File: src/rtl/audioport_pkg.sv
// Shared definitions for the audio port blocks.
//   AUDIO_BITS      - bits per channel sample
//   I2S_FRAME_BITS  - bits per stereo I2S frame (left + right)
//   i2s_state_t     - serialiser sequencing states
package audioport_pkg;

    localparam int AUDIO_BITS     = 24;
    localparam int I2S_FRAME_BITS = 2*AUDIO_BITS;

    typedef enum logic [1:0] {
        IDLE,
        RUN,
        STOPPING
    } i2s_state_t;

endpackage

File: src/rtl/i2s_clkgen.sv
// I2S bit-clock and word-select generator.
// Ports:
//   clk        - mclk-domain clock
//   rst        - synchronous active-high reset
//   en         - 1 while a frame is being serialised; 0 freezes counters at 0
//   sck_out    - registered serial bit clock (low for the first half of a bit period)
//   ws_out     - registered word select, one bit early relative to the channel data
//   shift_stb  - high in the last clk cycle of every bit period
//   frame_end  - high in the last clk cycle of the last bit of a frame
module i2s_clkgen
    import audioport_pkg::*;
#(
    parameter int DATABITS = AUDIO_BITS,
    parameter int SCK_DIV  = 4
) (
    input  logic clk,
    input  logic rst,
    input  logic en,
    output logic sck_out,
    output logic ws_out,
    output logic shift_stb,
    output logic frame_end
);

    localparam int FRAME_BITS = 2*DATABITS;
    localparam int CW = (SCK_DIV > 1) ? $clog2(SCK_DIV) : 1;
    localparam int BW = $clog2(FRAME_BITS);

    localparam logic [CW-1:0] CNT_LAST = CW'(SCK_DIV-1);
    localparam logic [CW-1:0] CNT_HALF = CW'(SCK_DIV/2);
    localparam logic [BW-1:0] BIT_LAST = BW'(FRAME_BITS-1);
    localparam logic [BW-1:0] WS_FIRST = BW'(DATABITS-1);
    localparam logic [BW-1:0] WS_LAST  = BW'(FRAME_BITS-2);

    logic [CW-1:0] cnt;
    logic [CW-1:0] cnt_nxt;
    logic [BW-1:0] bitidx;
    logic [BW-1:0] bitidx_nxt;
    logic          wrap;

    assign wrap      = en && (cnt == CNT_LAST);
    assign shift_stb = wrap;
    assign frame_end = wrap && (bitidx == BIT_LAST);

    always_comb begin
        cnt_nxt    = '0;
        bitidx_nxt = '0;
        if (en) begin
            cnt_nxt = wrap ? '0 : cnt + CW'(1);
            if (wrap) begin
                bitidx_nxt = (bitidx == BIT_LAST) ? '0 : bitidx + BW'(1);
            end else begin
                bitidx_nxt = bitidx;
            end
        end
    end

    // sck/ws are derived from the next counter values so that they line up
    // with the counters in the same cycle rather than lagging by one clk.
    always_ff @(posedge clk) begin
        if (rst) begin
            cnt     <= '0;
            bitidx  <= '0;
            sck_out <= 1'b0;
            ws_out  <= 1'b0;
        end else begin
            cnt     <= cnt_nxt;
            bitidx  <= bitidx_nxt;
            sck_out <= en && (cnt_nxt >= CNT_HALF);
            ws_out  <= en && (bitidx_nxt >= WS_FIRST) && (bitidx_nxt <= WS_LAST);
        end
    end

endmodule

File: src/rtl/i2s_unit.sv
// I2S transmitter: requests sample pairs, buffers them on tick_in and
// serialises left then right channel, MSB first, with one-bit ws offset.
// Ports:
//   clk        - mclk-domain clock
//   rst        - synchronous active-high reset
//   play_in    - level; 1 streams audio, 0 stops at the next frame end
//   tick_in    - one-cycle strobe qualifying audio0_in/audio1_in
//   audio0_in  - left sample (two's complement)
//   audio1_in  - right sample (two's complement)
//   req_out    - one-cycle pulse asking for the next sample pair
//   sck_out    - serial bit clock
//   ws_out     - word select (0 = left, 1 = right)
//   sdo_out    - serial data
//
// state    | meaning
// ---------+-----------------------------------------------------------
// IDLE     | outputs quiet, counters frozen at 0, waiting for play_in
// RUN      | streaming; a new frame is loaded at every frame end
// STOPPING | finishing the current frame, then IDLE unless play returns
module i2s_unit
    import audioport_pkg::*;
#(
    parameter int DATABITS = AUDIO_BITS,
    parameter int SCK_DIV  = 4
) (
    input  logic                clk,
    input  logic                rst,
    input  logic                play_in,
    input  logic                tick_in,
    input  logic [DATABITS-1:0] audio0_in,
    input  logic [DATABITS-1:0] audio1_in,
    output logic                req_out,
    output logic                sck_out,
    output logic                ws_out,
    output logic                sdo_out
);

    localparam int FRAME_BITS = 2*DATABITS;

    i2s_state_t            state;
    logic [FRAME_BITS-1:0] sample_buf;
    logic [FRAME_BITS-1:0] shreg;
    logic                  run_en;
    logic                  shift_stb;
    logic                  frame_end;
    logic                  load;

    assign run_en  = (state != IDLE);
    assign sdo_out = shreg[FRAME_BITS-1];

    i2s_clkgen #(
        .DATABITS (DATABITS),
        .SCK_DIV  (SCK_DIV)
    ) u_clkgen (
        .clk       (clk),
        .rst       (rst),
        .en        (run_en),
        .sck_out   (sck_out),
        .ws_out    (ws_out),
        .shift_stb (shift_stb),
        .frame_end (frame_end)
    );

    // A frame is loaded on start-up and at every frame end that continues streaming.
    always_comb begin
        load = 1'b0;
        case (state)
            IDLE:     load = play_in;
            RUN:      load = frame_end;
            STOPPING: load = frame_end && play_in;
            default:  load = 1'b0;
        endcase
    end

    always_ff @(posedge clk) begin
        if (rst) begin
            state      <= IDLE;
            sample_buf <= '0;
            shreg      <= '0;
            req_out    <= 1'b0;
        end else begin
            req_out <= load;

            // Tick wins over the load-time clear, so a tick coinciding with a
            // load is kept for the following frame.
            if (tick_in) begin
                sample_buf <= {audio0_in, audio1_in};
            end else if (load) begin
                sample_buf <= '0;
            end

            // After the 48th shift the register is empty, so a stop leaves sdo at 0.
            if (load) begin
                shreg <= sample_buf;
            end else if (shift_stb) begin
                shreg <= {shreg[FRAME_BITS-2:0], 1'b0};
            end

            case (state)
                IDLE: begin
                    if (play_in) state <= RUN;
                end
                RUN: begin
                    if (!play_in) state <= STOPPING;
                end
                STOPPING: begin
                    if (play_in) begin
                        state <= RUN;
                    end else if (frame_end) begin
                        state <= IDLE;
                    end
                end
                default: state <= IDLE;
            endcase
        end
    end

endmodule

File: config.mk
export PLATFORM = sky130hd
export DESIGN_NAME = i2s_unit
export DESIGN_NICKNAME = d
export VERILOG_FILES = /design/src/rtl/audioport_pkg.sv /design/src/rtl/i2s_clkgen.sv /design/src/rtl/i2s_unit.sv
export SDC_FILE = /design/constraint.sdc
export NUM_CORES = 1
export LEC_CHECK = 0
export BUFFER_PORTS_ARGS = -buffer_cell sky130_fd_sc_hd__buf_2
export CAP_MARGIN = 20
export CORE_ASPECT_RATIO = 1.75
export CORE_MARGIN = 2
export CORE_UTILIZATION = 50
export CTS_BUF_LIST = sky130_fd_sc_hd__clkbuf_4 sky130_fd_sc_hd__clkbuf_8 sky130_fd_sc_hd__clkbuf_16
export DETAILED_ROUTE_END_ITERATION = 12
export PLACE_DENSITY = 0.73
export SLEW_MARGIN = 10
export SYNTH_ARGS = -nofsm -noshare
export SYNTH_HDL_FRONTEND = slang
export SYNTH_SLANG_ARGS = --single-unit
File: constraint.sdc
create_clock -name clk -period 1.96 [get_ports clk]
set_clock_uncertainty 0.05 [all_clocks]
set_input_delay 0.196 -clock clk [delete_from_list [all_inputs] [get_ports clk]]
set_output_delay 0.196 -clock clk [all_outputs]
set_load 0.05 [all_outputs]
==> summary.md, run 1 <==
| Metric | Value |
|---|---|
| Seq/Total Area, Yosys | `51.9%` |
| Cell Area, Synth | `4210 µm²` |
| Die span in x | `73.3 µm` |
| # H-tree levels | `3` |
| CP arrival | `2.06 ns` |
| Hold Path Class | `input pin to register` |
| Clock Pin Slew Worst Setup and Hold Paths | `0.07 ns` |
| Iteration-0 DRC Markers | `145` |
| Largest net degree at the start of global routing | `68` |
| DIE AREA | `9190 µm²` |
| Drt first pass iters | `4` |
| Avg Cell Area, Syn | `10.6 µm²` |
| FFs w/ async S/R, synth | `0%` |
| Status | `finished clean` |
| Max Fanout on Critical Path | `48` |
| Critical path class | `register to register` |
| Area contributors post-synth | `dfxtp_1 (52%), mux2i_1 (11%), a22o_1 (10%), a211oi_1 (8.7%), nor2_1 (5.2%)` |
| Yosys warning count | `0` |
| DRC violations left | `0` |
| Number of synthesized flops with an enable pin | `0` |
| Cell taking the most area after synthesis | `dfxtp_1` |
| Starting Density | `50.9%` |
| Critical path startpoint category | `register` |
| Overall Power | `0.00460 W` |
| Ports | `56` |
| Post-route minimum period | `1.88 ns` |
| CTS max path bufs | `2` |
| Hold Vio Cnt, Final | `0` |
| Synth cell count leaders | `dfxtp_1 (109), nor2_1 (58), a211oi_1 (49)` |
| Total of max-cap violations | `0` |
| Gate Count Post-Synth | `398` |
| CTS Buf Count | `9` |
| Total number of vias | `3096` |
| Fillers | `690` |
| GRT overflow | `0` |
| Nets | `497` |
| Pwr dens | `935 nW/µm²` |
| CTS Root Cell | `clkbuf_16` |
| Std-Cell Rows | `44` |
| Peak supply drop | `0.608 mV` |
| Worst Max-Slew Pin Slew | `0.562 ns` |
| CTS Hold Buffers Added | `0` |
| Die height | `125 µm` |
| Post-CTS Setup Inserts | `0` |
| Share of post-route cells with drive strength above 1 | `22.1%` |
| Max Slew Vio Count | `0` |
| Total length of routed wires | `8.24 mm` |
| Critical path required time | `2.14 ns` |
| Global-route wire length before repair | `14.0 mm` |
| P_leak | `2.31 nW` |
| CTS tree | `done` |
| CTS Sinks | `109` |
| Worst Hold Slack | `0.00863 ns` |
| Antenna Nets Post-Route | `0` |
| Setup tns final | `0 ns` |
| CTS resizes | `0` |
| Vias in the first global route | `3024` |
| Drt via density | `5.73` |
| Critical path capture point type | `register` |
| Rel. slew slack | `62.4%` |
| RSZ-0062 raised after global routing | `no` |
| DR WL/cell | `15.3 µm` |
| Core area | `8260 µm²` |
| Initial antenna violation count | `0` |
| Final setup fails | `0` |
| Netlist cell types | `42` |
| PortBufs | `55` |
| Top_reg_cell synth | `dfxtp_1` |
| P&R area growth vs syn | `17.1%` |
| Clock Latency Late Sink | `0.34 ns` |
| Post-DP HPWL | `5.48 mm` |
| Seq cells post-synth | `109` |
| GRT Overall Usage | `19.2%` |
| Syn Nets | `452` |
| Most numerous cell in the Yosys netlist | `dfxtp_1` |
| Fmax | `532 MHz` |
| Fin crit share | `95.9%` |
| Synth top area share | `51.9%` |
| Ant diodes | `0` |
| RePlAce Congestion | `0.945` |
==> final timing paths <==
kind,from,endpoint,slack (ns),cells past startpoint
setup reg to reg,u_clkgen.cnt[0],sample_buf[2],0.08,7
setup / recovery,u_clkgen.cnt[0],sample_buf[2],0.08,7
hold reg to reg,u_clkgen.cnt[0],u_clkgen.cnt[0],0.39,1
hold / removal,play_in,state[1],0.009,2
==> where the power goes <==
group	internal (W)	switching, W
logic	0.000179	0.000202
clock network	0.00103	0.000767
registers	0.00235	0.0000763
==> kinds of logic (layout without fill, tap and decap cells) <==
group	count (synthesis)	after routing	synth area share (%)
AOI/OAI and AO/OA	112	112	21.2
buffers and inverters	37	87	4.49
adders and majority gates	2	2	0.595
muxes	47	47	11.2
xor gates and xnor gates	5	5	1.04
and+or+nand+nor	86	86	9.55
DFF	109	109	51.9
==> per-layer routing <==
| metal | routed length (µm) | global-route usage (%) | vias up |
|---|---|---|---|
| met2 | 4310 | 32.7 | 55 |
| li1 | - | - | 1559 |
| met5 | 0 | 0 | - |
| met4 | 197 | 8.77 | 0 |
| met1 | 3460 | 22.9 | 1466 |
| met3 | 265 | 3.55 | 16 |
==> flip-flops by register name, indices dropped and copies added (netlist names) <==
name              flops
req_out               1
u_clkgen.bitidx       6
shreg                48
u_clkgen.cnt          2
sample_buf           48
u_clkgen.ws_out       1
u_clkgen.sck_out      1
state                 2
==> area by class of cell <==
| class | instances | area, µm² | area share, % |
|---|---|---|---|
| clock buffer | 11 | 246 | 5.00 |
| clock inverter | 5 | 50.0 | 1.02 |
| inverter | 1 | 3.75 | 0.0762 |
| multi-input combinational | 252 | 1880 | 38.2 |
| sequential | 109 | 2190 | 44.4 |
| tap | 92 | 115 | 2.34 |
| timing repair buffer | 70 | 442 | 8.97 |
==> metrics by stage <==
| step | cell area [µm²] | cells | utilization [%] | setup slack, ns |
|---|---|---|---|---|
| finish | 4930 | 540 | 59.7 | 0.0798 |
| global route | 4930 | 540 | 59.7 | 0.000500 |
| CTS | 4910 | 540 | 59.5 | 0.0717 |
| detailed placement | 4610 | 524 | 55.9 | 0.0801 |
| global placement | 4610 | 524 | 55.9 | 0.112 |
| floorplan | 4230 | 398 | - | 0.0115 |
==> worst max-delay path, stage by stage, from the launching register on <==
cell	delay, ns
dfxtp_2	0.35
ha_4	0.16
and3_4	0.22
a41oi_2	0.13
o21a_4	0.26
nor3b_4	0.16
buf_12	0.19
a22o_1	0.25
==> placed cells by master (no fill, tap or decap), drive strengths merged, types with 2 or more instances in the layout <==
master  count
dfxtp     109
buf        70
nor2       58
a211oi     49
a22o       48
mux2i      47
clkbuf     11
nand2       5
clkinv      4
nand2b      3
nand3       3
a21oi       3
xnor2       3
o21ai       3
nor2b       3
nand4       2
xor2        2
o221ai      2
and2        2
and3        2
nor3b       2
ha          2
No activity file was read; power rests on OpenSTA's default activity.
==> inputs of run 2 (changes only) <==
Settings changed: PLACE_DENSITY 0.73 to 0.7.
==> run 2 against run 1 <==
Clock-buffer cell count rose by 3; worst setup slack worse by 0.012 ns; global-route usage is 0.32 points lower; register-to-register slack about the same; combinational power rose by 7.3%; largest cell class unchanged; critical endpoint is now sample_buf[21]; sequential cell count is the same; power rose by 1.6%.
==> summary.md, run 2 (synthesis gave the netlist of run 1 again) <==
| Metric | Value |
|---|---|
| Switching share of power | `22.0% (was 22.7%)` |
| Critical path class | `register to register (unchanged)` |
| Fmax | `529 MHz (was 532 MHz)` |
| Total of max-cap violations | `0 (unchanged)` |
| Worst path max stage delay | `0.34 ns (was 0.35 ns)` |
| Ports | `56 (unchanged)` |
| Max Fanout on Critical Path | `21 (was 48)` |
| Vias in the first global route | `3027 (was 3024)` |
| Drt via density | `5.77 (was 5.73)` |
| Slowest cell on crit path | `dfxtp_2 (unchanged)` |
| DP Cell Count | `524 (unchanged)` |
| Comb power frac | `8.7% (was 8.3%)` |
| Core area | `8260 µm² (unchanged)` |
| Met3 usage | `2.42% (was 3.55%)` |
| Critical path required time | `2.14 ns (about the same)` |
| Max Slew Vio Count | `0 (unchanged)` |
| Rel. slew slack | `62.2% (was 62.4%)` |
| Power share of the clock group | `39.5% (was 39.0%)` |
| Die height | `125 µm (unchanged)` |
| Top flop regs | `sample_buf: 48 flops, shreg: 48 flops, u_clkgen.bitidx: 6 flops (unchanged)` |
| Sequential share of power | `51.8% (was 52.7%)` |
| Fillers | `711 (was 690)` |
| CTS tree | `done (unchanged)` |
| Internal | `0.00365 W (was 0.00356 W)` |
| Pwr dens | `929 nW/µm² (was 935 nW/µm²)` |
| Commonest cells after routing, fill and taps aside | `dfxtp_1 (106), nor2_1 (58), buf_2 (55) (unchanged)` |
| Critical path capture point type | `register (unchanged)` |
| Clock Latency Late Sink | `0.34 ns (about the same)` |
| Clock Pin Slew Worst Setup and Hold Paths | `0.06 ns (was 0.07 ns)` |
| Post-route minimum period | `1.89 ns (was 1.88 ns)` |
| Share of post-route cells with drive strength above 1 | `22.7% (was 22.1%)` |
| Die span in x | `73.3 µm (unchanged)` |
| Most common cell after layout, fill and taps aside | `dfxtp_1 (unchanged)` |
| DIE AREA | `9190 µm² (unchanged)` |
| Starting Density | `50.9% (unchanged)` |
| P&R area growth vs syn | `19.8% (was 17.1%)` |
| Post-DP HPWL | `5.53 mm (was 5.48 mm)` |
| Largest net degree at the start of global routing | `56 (was 68)` |
| Met2 Use GR | `30.9% (was 32.7%)` |
| CP arrival | `2.07 ns (was 2.06 ns)` |
| Std-Cell Rows | `44 (unchanged)` |
| Busiest layer in global routing | `met2 (unchanged)` |
| Ant diodes | `0 (unchanged)` |
| Fin cells | `546 (was 540)` |
| Critical path startpoint category | `register (unchanged)` |
| CTS Sinks | `109 (unchanged)` |
| Iteration-0 DRC Markers | `111 (was 145)` |
| DRC violations left | `0 (unchanged)` |
| NetSw | `0.00103 W (was 0.00105 W)` |
| Global-route wire length before repair | `13.8 mm (was 14.0 mm)` |
| GRT overflow | `0 (unchanged)` |
| Final setup fails | `0 (unchanged)` |
| CTS Buf Count | `9 (unchanged)` |
| Grt met1 use | `23.5% (was 22.9%)` |
| Antenna Nets Post-Route | `0 (unchanged)` |
| GRT Overall Usage | `18.9% (was 19.2%)` |
| Area after DPL | `4640 µm² (was 4610 µm²)` |
| Peak supply drop | `0.662 mV (was 0.608 mV)` |
| PortBufs | `55 (unchanged)` |
| DR WL/cell | `15.4 µm (was 15.3 µm)` |
| Drt first pass iters | `4 (unchanged)` |
| Hold Path Class | `input pin to register (unchanged)` |
| Total number of vias | `3150 (was 3096)` |
| Fin crit share | `96.5% (was 95.9%)` |
| # H-tree levels | `3 (unchanged)` |
| Dpl ws | `0.0967 ns (was 0.0801 ns)` |
| Total length of routed wires | `8.39 mm (was 8.24 mm)` |
| Initial antenna violation count | `0 (unchanged)` |
| Post-Layout Inst Area | `5040 µm² (was 4930 µm²)` |
| Status | `finished clean (unchanged)` |
| CP cell instances | `ha_4, and3_4, a41oi_2, o21a_4, nor3b_4, buf_4, buf_12, a22o_1 (was ha_4, and3_4, a41oi_2, o21a_4, nor3b_4, buf_12, a22o_1)` |
| Final worst slack | `0.0680 ns (was 0.0798 ns)` |
| P_leak | `2.36 nW (was 2.31 nW)` |
| CTS Root Cell | `clkbuf_16 (unchanged)` |
| Worst Max-Slew Pin Slew | `0.565 ns (was 0.562 ns)` |
| Nets | `504 (was 497)` |
| RePlAce Congestion | `0.901 (was 0.945)` |
| CTS max path bufs | `2 (unchanged)` |
| Hold Vio Cnt, Final | `0 (unchanged)` |
run 2: cell count changes in the layout (fill, tap and decap cells not counted), sizes merged:
cell         change
dlygate4sd3      +3
clkbuf           +4
buf              +3
clkinv           -4
run 2: through the flow:
step	TNS [ns]	util (%)	hold slack (ns)	total power [W]
3_5_place_dp	0	56.2	0.356	0.00286
3_3_place_gp	0	56.2	0.349	0.00285
5_1_grt	-0.00481	61.0	0.0112	0.00486
4_1_cts	0	60.2	0.000652	0.00470
2_1_floorplan	0	-	0.224	0.00272
6_report	0	61.0	0.00420	0.00468
run 2: final cells by class:
type                            count  area (µm²)  area share (%)
Sequential cell                   109        2190            43.4
Multi-Input combinational cell    252        1890            37.4
Timing Repair Buffer               77         541            10.7
Clock buffer                       14         275            5.47
Tap cell                           92         115            2.29
Clock inverter                      1        30.0           0.596
Inverter                            1        3.75          0.0745
run 2: per-layer routing:
layer / routed length (µm) / vias to the layer above
li1: - / 1564
met1: 3680 / 1497
met2: 4220 / 70
met3: 253 / 19
met4: 230 / 0
met5: 0 / -
run 2: final timing paths:
kind                            slack (ns)         endpoint  cells past startpoint            start
worst min-delay path                 0.004    sample_buf[8]                      2     audio1_in[8]
worst max register to register        0.07   sample_buf[21]                      8  u_clkgen.cnt[0]
worst min register to register        0.38  u_clkgen.cnt[0]                      1  u_clkgen.cnt[0]
worst max-delay path                  0.07   sample_buf[21]                      8  u_clkgen.cnt[0]
run 2: timing repair:
| action | in CTS | in global routing |
|---|---|---|
| gates resized for setup | 0 | 4 |
| buffers inserted | 0 | 3 |
| endpoints found under the hold margin | 3 | 0 |
| hold buffers | 3 | 0 |
| endpoints found under the setup margin | 0 | 41 |
run 2: power by group through the flow:
stage               clock network (W)  registers (W)  logic [W]
global placement                    0        0.00247   0.000383
finish                        0.00185        0.00242   0.000409
floorplan                           0        0.00246   0.000267
global route                  0.00196        0.00244   0.000457
detailed placement                  0        0.00247   0.000392
CTS                           0.00188        0.00242   0.000399
run 2: critical path: cells and delay by family, from the launching register on:
family | cells | cell delay [ns]
compound gates | 3 | 0.59
fa+ha+maj | 1 | 0.12
buf+inv | 2 | 0.30
flops | 1 | 0.34
simple gates | 2 | 0.35
==> inputs of run 3 (changes only) <==
Settings changed: CORE_MARGIN 2 to 1.
Clock period 1.96 ns to 1.7 ns, I/O delays scaled along.
==> run 3 against run 2 <==
Clock-buffer cell count fell by 1; critical path depth fell by 1; global-route usage rose by 2.3 points; non-clock buffer count rose by 50; via count rose by 5.2%; final cell count rose by 8.6%; largest power group unchanged; the run now ends with DRC, setup timing left; fmax rose by 5.0%; sequential cell count did not move; die area fell by 4.3%.
==> summary.md, run 3 (synthesis gave the netlist of run 1 again) <==
| Metric | Value |
|---|---|
| Status | `complete, but fails checks (was finished clean)` |
| Failing checks | `DRC, setup timing` |
| Starting Density | `52.5% (was 50.9%)` |
| Hold Vio Cnt, Final | `0 (unchanged)` |
| Worst Max-Slew Pin Slew | `0.535 ns (was 0.565 ns)` |
| Iteration-0 DRC Markers | `168 (was 111)` |
| DRC violations left | `4 (was 0)` |
| Post-route minimum period | `1.80 ns (was 1.89 ns)` |
| Largest net degree at the start of global routing | `49 (was 56)` |
| Initial antenna violation count | `0 (unchanged)` |
| DIE AREA | `8800 µm² (was 9190 µm²)` |
| Top flop regs | `sample_buf: 48 flops, shreg: 48 flops, u_clkgen.bitidx: 6 flops (unchanged)` |
| CTS Buf Count | `9 (unchanged)` |
| Slowest cell on crit path | `dfxtp_2 (unchanged)` |
| Max Slew Vio Count | `0 (unchanged)` |
| Clock Pin Slew Worst Setup and Hold Paths | `0.07 ns (was 0.06 ns)` |
| DP Cell Count | `530 (was 524)` |
| Die span in x | `71.3 µm (was 73.3 µm)` |
| GRT overflow | `0 (unchanged)` |
| Most common cell after layout, fill and taps aside | `dfxtp_1 (unchanged)` |
| P_leak | `2.58 nW (was 2.36 nW)` |
| CP arrival | `2.04 ns (was 2.07 ns)` |
| Die height | `123 µm (was 125 µm)` |
| Critical path required time | `1.94 ns (was 2.14 ns)` |
| CP cell instances | `ha_4, and3_4, a41oi_2, o21a_4, nor3b_4, buf_12, a22o_1 (was ha_4, and3_4, a41oi_2, o21a_4, nor3b_4, buf_4, buf_12, a22o_1)` |
| Worst path max stage delay | `0.34 ns (about the same)` |
| Ports | `56 (unchanged)` |
| Global-route wire length before repair | `14.5 mm (was 13.8 mm)` |
| Fin cells | `593 (was 546)` |
| Std-Cell Rows | `43 (was 44)` |
| Critical path startpoint category | `register (unchanged)` |
| GRT Overall Usage | `21.2% (was 18.9%)` |
| Fin crit share | `106% (was 96.5%)` |
| Fillers | `598 (was 711)` |
| Total length of routed wires | `8.98 mm (was 8.39 mm)` |
| CTS Sinks | `109 (unchanged)` |
| Post-DP HPWL | `5.29 mm (was 5.53 mm)` |
| Total of max-cap violations | `0 (unchanged)` |
| CTS max path bufs | `2 (unchanged)` |
| Critical path class | `register to register (unchanged)` |
| CTS Root Cell | `clkbuf_16 (unchanged)` |
| Peak supply drop | `0.767 mV (was 0.662 mV)` |
| Final worst slack | `-0.102 ns (was 0.0680 ns)` |
| Pwr dens | `950 nW/µm² (was 929 nW/µm²)` |
| Share of post-route cells with drive strength above 1 | `27.2% (was 22.7%)` |
| Worst path bufs/invs | `1 (was 2)` |
| Final setup fails | `55 (was 0)` |
| # H-tree levels | `3 (unchanged)` |
| DR WL/cell | `15.1 µm (was 15.4 µm)` |
| Nets | `554 (was 504)` |
| Commonest cells after routing, fill and taps aside | `dfxtp_1 (106), buf_2 (55), a22o_1 (48) (was dfxtp_1 (106), nor2_1 (58), buf_2 (55))` |
| Vias in the first global route | `3211 (was 3027)` |
| Finished Core Util | `70.3% (was 61.0%)` |
| RSZ-0062 raised after global routing | `yes` |
| Overall Power | `0.00535 W (was 0.00468 W)` |
| Setup tns final | `-3.93 ns (was 0 ns)` |
| Clock Latency Late Sink | `0.34 ns (about the same)` |
| Hold Path Class | `input pin to register (unchanged)` |
| Total number of vias | `3314 (was 3150)` |
| Dpl ws | `-0.0842 ns (was 0.0967 ns)` |
| Drt via density | `5.59 (was 5.77)` |
| RePlAce Congestion | `0.770 (was 0.901)` |
| Critical path capture point type | `register (unchanged)` |
| Max Fanout on Critical Path | `29 (was 21)` |
| CTS tree | `done (unchanged)` |
| Core area | `8020 µm² (was 8260 µm²)` |
| Antenna Nets Post-Route | `0 (unchanged)` |
| Ant diodes | `0 (unchanged)` |
| Drt first pass iters | `8 (was 4)` |
| Fmax | `555 MHz (was 529 MHz)` |
| Rel. slew slack | `64.2% (was 62.2%)` |
| P&R area growth vs syn | `33.9% (was 19.8%)` |
| Critical path's top delay family | `compound AO/OA/AOI/OAI gates (unchanged)` |
| PortBufs | `55 (unchanged)` |
==> run 3: worst paths after layout <==
kind | start | to | slack (ns) | cells after the start
worst max register to register | u_clkgen.cnt[0] | sample_buf[10] | -0.10 | 7
worst min-delay path | audio1_in[4] | sample_buf[4] | 0.009 | 2
worst min register to register | u_clkgen.cnt[0] | u_clkgen.cnt[0] | 0.40 | 1
worst max-delay path | u_clkgen.cnt[0] | sample_buf[10] | -0.10 | 7
==> run 3: what timing repair did <==
action,CTS,global route
setup endpoints to repair,72,92
pin swaps,3,3
buffers inserted,1,0
endpoints found under the hold margin,44,1
resized for setup,4,31
hold buffers,44,1
cloned,1,1
==> run 3: power by group <==
group,leakage (nW),internal [W],total (W),switching (W)
Clock,0.135,0.00109,0.00194,0.000850
Sequential,0.898,0.00271,0.00280,0.0000899
Combinational,1.55,0.000327,0.000610,0.000283
==> run 3: worst register-to-register path, cell delays in order, from the launching register on <==
cell     delay [ns]
dfxtp_2        0.34
ha_4           0.15
and3_4         0.16
a41oi_2        0.17
o21a_4         0.18
nor3b_4        0.31
buf_12         0.22
a22o_1         0.16
==> run 3: metrics by stage <==
stage	cell area [µm²]	hold slack, ns
2_1_floorplan	4250	0.198
3_3_place_gp	4700	0.328
3_5_place_dp	4700	0.331
4_1_cts	5460	0.00153
5_1_grt	5630	0.0120
6_report	5630	0.00873
==> run 3: cell type report <==
type,instances,area (µm²),share of cell area [%]
sequential,109,2190,38.8
multi-input combinational,252,2000,35.6
timing repair buffer,127,1050,18.7
clock buffer,13,268,4.75
tap,90,113,2.00
clock inverter,1,7.51,0.133
inverter,1,3.75,0.0666
==> run 3: routing by layer <==
metal | up-vias | track usage (%) | part of all wire, %
met2 | 51 | 36.1 | 50
met1 | 1575 | 24.5 | 44
li1 | 1668 | - | -
met3 | 20 | 3.75 | 2.2
met5 | - | 0 | 0
met4 | 0 | 13.3 | 3.4
